File: config.mk
export PLATFORM = sky130hd
export DESIGN_NAME = dense_argmax_stage
export DESIGN_NICKNAME = d
export VERILOG_FILES = /design/src/rtl/dense_argmax_stage.sv
export SDC_FILE = /design/constraint.sdc
export NUM_CORES = 1
export LEC_CHECK = 0
export BUFFER_PORTS_ARGS = -buffer_cell sky130_fd_sc_hd__buf_2
export CAP_MARGIN = 20
export CORE_MARGIN = 4
export CORE_UTILIZATION = 33
export CTS_CLUSTER_DIAMETER = 150
export DETAILED_ROUTE_END_ITERATION = 8
export HOLD_SLACK_MARGIN = 0.06
export PLACE_DENSITY = 0.45
export SYNTH_ARGS = -nofsm -noshare
export SYNTH_HDL_FRONTEND = slang
export SYNTH_SLANG_ARGS = --single-unit
File: constraint.sdc
create_clock -name clk -period 25.5 [get_ports clk]
set_input_delay 2.55 -clock clk [delete_from_list [all_inputs] [get_ports clk]]
set_output_delay 2.55 -clock clk [all_outputs]
set_load 0.005 [all_outputs]
File: src/rtl/dense_argmax_stage.sv
// Dense classifier head: buffers NUM_BEATS pooled beats, runs one MAC per cycle against a synchronous weight memory, reports argmax class and score.
// Result strobes NUM_CLASSES*(F+1)+1 edges after the last beat; no backpressure. `define DENSE_SAT_EN clips the score instead of wrapping it.
module dense_argmax_stage #(
  parameter int NUM_CH      = 16,
  parameter int NUM_BEATS   = 4,
  parameter int NUM_CLASSES = 5,
  parameter int ACC_W       = 24,
  parameter int W_ADDR_W    = 9,
  parameter int IDX_W       = 3
) (
  input  logic                  clk,
  input  logic                  rst,
  input  logic                  start,
  input  logic                  valid_in,
  input  logic [8*NUM_CH-1:0]   in_data,
  output logic                  w_en,
  output logic [W_ADDR_W-1:0]   w_addr,
  input  logic [7:0]            w_data,
  output logic                  busy,
  output logic                  out_valid,
  output logic [IDX_W-1:0]      class_idx,
  output logic [15:0]           score
);

  localparam int F         = NUM_CH * NUM_BEATS;
  localparam int LAST_ADDR = NUM_CLASSES * (F + 1) - 1;
  localparam int BC_W      = $clog2(NUM_BEATS + 1);
  localparam int K_W       = (F > 1) ? $clog2(F) : 1;
  localparam logic signed [ACC_W-1:0] S_MAX = ACC_W'(32767);
  localparam logic signed [ACC_W-1:0] S_MIN = ACC_W'(-32768);

  typedef enum logic [1:0] {IDLE, COLLECT, MAC, RESULT} state_t;

  state_t                   state;
  logic [BC_W-1:0]          beat_cnt;
  logic [8*F-1:0]           feat_flat;
  logic                     rd_vld;
  logic                     in_bias;
  logic [K_W-1:0]           k;
  logic [IDX_W-1:0]         cls;
  logic signed [ACC_W-1:0]  acc;
  logic signed [ACC_W-1:0]  best;
  logic [IDX_W-1:0]         best_idx;

  logic [7:0]               feat;
  logic signed [16:0]       prod;
  logic signed [ACC_W-1:0]  s_c;
  logic signed [ACC_W-1:0]  best_nxt;
  logic [IDX_W-1:0]         idx_nxt;
  logic [15:0]              score_nxt;

  always_comb begin
    feat      = feat_flat[k*8 +: 8];
    prod      = 17'($signed({1'b0, feat})) * 17'($signed(w_data));
    s_c       = acc + ACC_W'($signed(w_data));
    best_nxt  = best;
    idx_nxt   = best_idx;
    // Strict compare: a tie never displaces the lower class index.
    if (cls == '0 || s_c > best) begin
      best_nxt = s_c;
      idx_nxt  = cls;
    end
`ifdef DENSE_SAT_EN
    if (best_nxt > S_MAX)
      score_nxt = 16'h7FFF;
    else if (best_nxt < S_MIN)
      score_nxt = 16'h8000;
    else
      score_nxt = best_nxt[15:0];
`else
    score_nxt = best_nxt[15:0];
`endif
  end

  // Feature buffer is deliberately left out of reset.
  always_ff @(posedge clk) begin
    if (state == COLLECT && valid_in)
      feat_flat[beat_cnt*8*NUM_CH +: 8*NUM_CH] <= in_data;
  end

  always_ff @(posedge clk or posedge rst) begin
    if (rst) begin
      state     <= IDLE;
      beat_cnt  <= '0;
      busy      <= 1'b0;
      out_valid <= 1'b0;
      class_idx <= '0;
      score     <= '0;
      w_en      <= 1'b0;
      w_addr    <= '0;
      rd_vld    <= 1'b0;
      in_bias   <= 1'b0;
      k         <= '0;
      cls       <= '0;
      acc       <= '0;
      best      <= '0;
      best_idx  <= '0;
    end else begin
      rd_vld <= w_en;
      case (state)
        IDLE: begin
          if (start) begin
            state    <= COLLECT;
            beat_cnt <= '0;
            busy     <= 1'b1;
          end
        end
        COLLECT: begin
          if (valid_in) begin
            beat_cnt <= beat_cnt + 1'b1;
            if (beat_cnt == BC_W'(NUM_BEATS - 1)) begin
              state   <= MAC;
              w_addr  <= '0;
              w_en    <= 1'b1;
              k       <= '0;
              in_bias <= 1'b0;
              cls     <= '0;
              acc     <= '0;
            end
          end
        end
        MAC: begin
          if (w_en) begin
            if (w_addr == W_ADDR_W'(LAST_ADDR))
              w_en <= 1'b0;
            else
              w_addr <= w_addr + 1'b1;
          end
          // Data returned by the memory lags its address by one cycle.
          if (rd_vld) begin
            if (!in_bias) begin
              acc <= acc + ACC_W'(prod);
              if (k == K_W'(F - 1)) begin
                k       <= '0;
                in_bias <= 1'b1;
              end else begin
                k <= k + 1'b1;
              end
            end else begin
              in_bias  <= 1'b0;
              acc      <= '0;
              best     <= best_nxt;
              best_idx <= idx_nxt;
              if (cls == IDX_W'(NUM_CLASSES - 1)) begin
                state     <= RESULT;
                busy      <= 1'b0;
                out_valid <= 1'b1;
                class_idx <= idx_nxt;
                score     <= score_nxt;
              end else begin
                cls <= cls + 1'b1;
              end
            end
          end
        end
        RESULT: begin
          out_valid <= 1'b0;
          state     <= IDLE;
        end
        default: state <= IDLE;
      endcase
    end
  end

endmodule
==> impl_metrics.yaml, run 1 <==
sta:
  drv_slew: 0
  fin_crit_sh: 0.352
  finalSetupTns_ns: 0
  final_hold_viol_count: 0
  rsz0062_at_grt: "false"
  fin_crit_ns: 8.98
  max_freq_ghz: 0.111
  max-slew-margin-rel: 0.282
  worstMarginPinSlew_ns: 1.08
  fin_worst_skew_ns: 0.0208
  setup_viol: 0
worst_setup_path:
  path_common_cell: "fa_1"
  crit_start: "k[1]"
  cp_slowest_cell: "buf_4"
  critPathKind: "flip-flop to flip-flop"
  setup.worst_path.start_class: "flip-flop"
  path_cells: "buf_4 > buf_4 > mux4_2 > mux4_2 > mux4_2 > and2_1 > fa_1 > inv_1 > fa_1 > inv_1 > fa_1 > fa_1 > fa_1 > ha_1 > o21a_1 > o31a_1 > o31ai_1 > a21oi_1 > o32a_1 > a221oi_1 > xor2_1 > o21ai_1"
  worst-path-buf-inv: 4
  critPathMaxFanout: 60
  path_delay_family: "adder cells"
  path_depth: 22
  timing.rr.start: "k[1]"
  end_kind: "flip-flop"
  required_ns: 26.01
  max_stage_delay_ns: 0.84
  crit_arrival_ns: 9.49
  r2r_cells: 22
hold_path:
  hold_class: "flip-flop to flip-flop"
  hold_depth: 0
  hold_path.startpoint: "w_en"
pwr:
  netSwitchingFraction: 0.332
  finalPower_mw: 3.33
  cellLeakagePower_nw: 12.0
  p_per_area_nw_per_um2: 90.6
  intPower_mw: 2.22
  p_comb_frac: 0.341
  ir_drop_v: 0.0000626
  pwr-share-clk: 0.319
  p_sw_mw: 1.11
  pwr-share-seq: 0.339
cells_and_area:
  multiInputGateArea_um2: 13300
  area_growth_pct: 14.6
  post-route-util: 0.381
  fillers: 9142
  final_nets: 2773
  regArea_um2: 17800
  drive_above_1_share: 0.201
die:
  die_h_um: 320
  core-area_um2: 96600
  io-pin-count: 171
  chipWidth_um: 320
  row_count: 114
  initial_core_util: 0.332
  die-area_um2: 102000
clocking:
  cts_sinks: 610
  tritoncts: "built"
  clock_latency_ns: 0.64
  postCtsSetupBuffers: 0
  cts_root_buf: "clkbuf_16"
  post_cts_resized: 0
  path_clk_slew_ns: 0.06
  cts.htree.levels: 3
  numCtsBuffers: 76
  clock_path_buffers: 3
  ctsHoldBuffers: 0
synthesis:
  async_flop_share: 0.161
  synth_edf_count: 512
  synthTopCellsByArea: "edfxtp_1, mux4_2, and2_1"
  syn_avg_cell_area_um2: 14.0
  yosysMostFrequentCell: "and2_1"
  postSynthCellCount: 2289
  synth-main-ff-cell: "edfxtp_1"
  yosys_warnings: 0
  ys_ff_latch: 610
  synth_top_area_frac: 0.480
  synth_area_leader_cell: "edfxtp_1"
  synth_area_um2: 32100
  synthTopCellsByCount: "and2_1, edfxtp_1, mux4_2, ha_1, inv_1"
  ys_seq_area_frac: 0.556
  synth_cell_types: 62
  syn_nets: 2617
run:
  maxCapViolations: 0
routing:
  wl_um: 79400
  wire_per_inst_um: 20.9
  drc: 0
  route.antenna.remaining_nets: 0
  vias: 18600
  viasPerCell: 4.89
  drtIter0Drc: 1088
  drtPass1Iterations: 7
status:
  outcome: "completed"
global_routing:
  grt_pass1_vias: 20000
  grt_pass1_wl_um: 123000
  grt_overflow: 0
  grt_usage: 0.157
  antenna_found_initial: 26
  grt_max_degree: 103
placed_design:
  gp_congestion: 0.783
  place_hpwl_um: 52100
  io_buffers: 170
[sequential cells by signal, summed over array words and instances (netlist names), 2 cells and up]
register / cells
acc: 24
best_idx: 3
feat_flat: 512
score: 16
w_addr: 9
best: 24
k: 6
beat_cnt: 3
class_idx: 3
state: 2
cls: 3
[cell usage in the layout (no fill, tap or decap), drive strengths merged, types with 77 or more instances in the layout]
cell type and n:
and2 546, buf 195, clkbuf 100, dfrtp 98, edfxtp 512, ha 129, inv 123, mux4 168
nand2 99, o21ai 77
[area by class of cell]
type                       count  share of cell area
multi-input combinational   1442               0.362
clock inverter                36              0.0119
sequential                   610               0.485
timing repair buffer         195              0.0291
inverter                     120              0.0123
antenna                       14            0.000953
tap                         1276              0.0434
clock buffer                 100              0.0547
[cell families after synthesis]
family / after synthesis / share of synthesized area
AND/OR/NAND/NOR: 781 / 0.140
buffers and inverters: 237 / 0.0303
multiplexers: 214 / 0.133
flip-flops: 610 / 0.556
XOR/XNOR: 40 / 0.0109
adder cells (fa/ha/maj): 188 / 0.0872
AO/OA/AOI/OAI: 219 / 0.0424
[routing by layer]
metal	GRT usage	vias to the layer above	share of wire	wire length, um
li1	-	8649	-	-
met1	0.204	9453	0.44	34900
met2	0.261	321	0.48	38400
met3	0.0392	124	0.053	4220
met4	0.0415	18	0.023	1820
met5	0	-	0.0013	101
[power groups by stage]
stage	Clock [mW]	Combinational (mW)	Sequential [mW]
6_report	1.06	1.14	1.13
5_1_grt	1.14	1.31	1.13
4_1_cts	1.10	1.14	1.13
3_5_place_dp	0	1.13	1.15
3_3_place_gp	0	1.12	1.15
2_1_floorplan	0	0.878	1.14
[stage by stage]
stage / worst slack, ns / std cells / cell area (um2) / hold WS [ns]
2_1_floorplan: 13.15 / 2289 / 32100 / 0.410
3_3_place_gp: 16.50 / 3642 / 34200 / 0.459
3_5_place_dp: 16.49 / 3642 / 34200 / 0.456
4_1_cts: 16.47 / 3778 / 36700 / 0.469
5_1_grt: 16.18 / 3782 / 36700 / 0.470
6_report: 16.52 / 3793 / 36800 / 0.456
[worst paths after layout]
kind	end	slack, ns
hold reg to reg	rd_vld	0.46
hold / removal	rd_vld	0.46
setup reg to reg	acc[22]	16.52
max in group asynchronous	k[4]	22.23
min in group asynchronous	class_idx[1]	2.02
setup / recovery	acc[22]	16.52
No activity file was read; power rests on OpenSTA's default activity.
==> run 2, diff against run 1 <==
--- a/config.mk
+++ b/config.mk
@@ -12,7 +12,7 @@
 export CTS_CLUSTER_DIAMETER = 150
 export DETAILED_ROUTE_END_ITERATION = 8
 export HOLD_SLACK_MARGIN = 0.06
-export PLACE_DENSITY = 0.45
+export PLACE_DENSITY = 0.47
 export SYNTH_ARGS = -nofsm -noshare
 export SYNTH_HDL_FRONTEND = slang
 export SYNTH_SLANG_ARGS = --single-unit
==> constraint.sdc (replaced) <==
create_clock -name clk -period 8.2 [get_ports clk]
set_input_delay 0.82 -clock clk [delete_from_list [all_inputs] [get_ports clk]]
set_output_delay 0.82 -clock clk [all_outputs]
set_load 0.005 [all_outputs]
==> run 2 against run 1 <==
  * Largest power group is now registers
  * Register-to-register slack got worse by 16 ns
  * Sequential share of layout area fell by 0.27 points
  * Non-clock buffer count rose by 8
  * Die area did not move
  * Clock power rose to 3.2 times the previous value
==> impl_metrics.yaml, run 2 (synthesis gave the netlist of run 1 again) <==
status:
  outcome: "completed"
routing:
  route.antenna.remaining_nets: 0
  drtPass1Iterations: 5
  wire_per_inst_um: 20.5
  viasPerCell: 4.86
  drtIter0Drc: 1104
  vias: 18500
  drc: 0
  wl_um: 77900
clocking:
  postCtsSetupBuffers: 0
  post_cts_resized: 0
  cts.htree.levels: 3
  clock_path_buffers: 3
  ctsHoldBuffers: 0
  path_clk_slew_ns: 0.06
  cts_sinks: 610
  numCtsBuffers: 74
  cts_root_buf: "clkbuf_16"
  tritoncts: "built"
  clock_latency_ns: 0.64
cells_and_area:
  top_regs: "feat_flat (512), acc (24), best (24)"
  multiInputGateArea_um2: 13300
  drive_above_1_share: 0.204
  fillers: 9104
  final_area_um2: 37000
  largest_reg_flops: 512
  area_growth_pct: 15.3
  regArea_um2: 17800
  top_register: "feat_flat"
  mostFrequentLayoutCell: "and2_1"
  mostFrequentLayoutCells: "and2_1, edfxtp_1, buf_2"
  final_nets: 2779
pwr:
  p_per_area_nw_per_um2: 282
  pwr-share-seq: 0.336
  cellLeakagePower_nw: 12.2
  netSwitchingFraction: 0.322
  pwr-share-clk: 0.328
  p_sw_mw: 3.35
  intPower_mw: 7.07
  ir_drop_v: 0.000180
  p_comb_frac: 0.336
worst_setup_path:
  setup.worst_path.start_class: "flip-flop"
  critPathKind: "flip-flop to flip-flop"
  end_kind: "flip-flop"
  r2r_cells: 21
  critPathMaxFanout: 40
  timing.rr.start: "k[0]"
  worst_r2r_endpoint: "acc[22]"
  r2r_slack_ns: 0.56
  crit_arrival_ns: 8.12
  required_ns: 8.68
sta:
  fin_crit_ns: 7.64
  rsz0062_at_grt: "false"
  fin_crit_sh: 0.932
  max-slew-margin-rel: 0.298
  max_freq_ghz: 0.131
  worstMarginPinSlew_ns: 1.05
  drv_slew: 0
  fin_worst_skew_ns: 0.0403
  final_hold_viol_count: 0
  finalSetupTns_ns: 0
  setup_viol: 0
die:
  io-pin-count: 171
  chipWidth_um: 320
  row_count: 114
  die_h_um: 320
  initial_core_util: 0.332
  die-area_um2: 102000
  core-area_um2: 96600
placed_design:
  io_buffers: 170
  place_hpwl_um: 52900
  gp_congestion: 0.760
  postPlaceCellArea_um2: 34400
global_routing:
  grt_pass1_vias: 19700
  grt_usage: 0.154
  grt_max_degree: 129
  grt_pass1_wl_um: 121000
  grt_overflow: 0
  antenna_found_initial: 35
hold_path:
  hold_class: "input pin to async pin"
run:
  maxCapViolations: 0
## run 2: cell count changes in the layout (fill, tap and decap cells not counted), moves of 3 or more
cell and change:
buf_12 +5, buf_4 +4, bufinv_16 +5, clkbuf_1 -4, clkinvlp_4 -3
## run 2: worst max-delay path, stage by stage, from the launching register on
cell      delay, ns
dfrtp_4        0.47
buf_12         0.31
mux4_2         0.56
mux4_2         0.51
mux4_2         0.63
and2_1         0.23
fa_1           0.50
inv_1          0.06
fa_1           0.54
inv_1          0.05
fa_1           0.45
fa_1           0.51
fa_1           0.41
ha_1           0.34
o21a_1         0.20
o31a_1         0.12
o31ai_1        0.37
a21oi_1        0.15
o32a_1         0.44
a221oi_1       0.35
xor2_1         0.17
o21ai_1        0.07
## run 2: through the flow
step / hold WS (ns) / cells / util / setup WS, ns / power (mW)
3_5_place_dp: 0.463 / 3651 / 0.356 / 0.534 / 7.07
4_1_cts: 0.137 / 3786 / 0.382 / 0.486 / 10.6
2_1_floorplan: 0.410 / 2289 / - / 1.02 / 6.27
3_3_place_gp: 0.453 / 3651 / 0.356 / 0.591 / 7.03
5_1_grt: 0.176 / 3789 / 0.382 / 0.184 / 11.3
6_report: 0.180 / 3802 / 0.383 / 0.557 / 10.4
## run 2: layout make-up
class,count,area share
antenna,16,0.00108
clock buffer,97,0.0550
clock inverter,38,0.0136
inverter,120,0.0123
multi-input combinational,1442,0.360
sequential,610,0.483
tap,1276,0.0432
timing repair buffer,203,0.0318
## run 2: power by group through the flow
stage,Clock [mW],Sequential [mW],Combinational (mW)
3_5_place_dp,0,3.57,3.50
6_report,3.42,3.50,3.50
3_3_place_gp,0,3.57,3.47
5_1_grt,3.67,3.51,4.08
4_1_cts,3.54,3.50,3.54
2_1_floorplan,0,3.54,2.73
## run 2: how the worst max path moves through the flow
| stage | from | to | cells after the start |
|---|---|---|---|
| floorplan | k[1] | acc[22] | 23 |
| global placement | k[0] | acc[22] | 21 |
| detailed placement | k[0] | acc[22] | 21 |
| finish | k[0] | acc[22] | 21 |
| global route | k[0] | acc[22] | 21 |
| CTS | k[0] | acc[22] | 21 |
## run 2: metal layers
metal  vias up  part of all wire  GRT usage
met2       379              0.48      0.252
met3       131             0.062     0.0390
li1       8691                 -          -
met4        26             0.022     0.0415
met5         -            0.0024          0
met1      9245              0.44      0.205
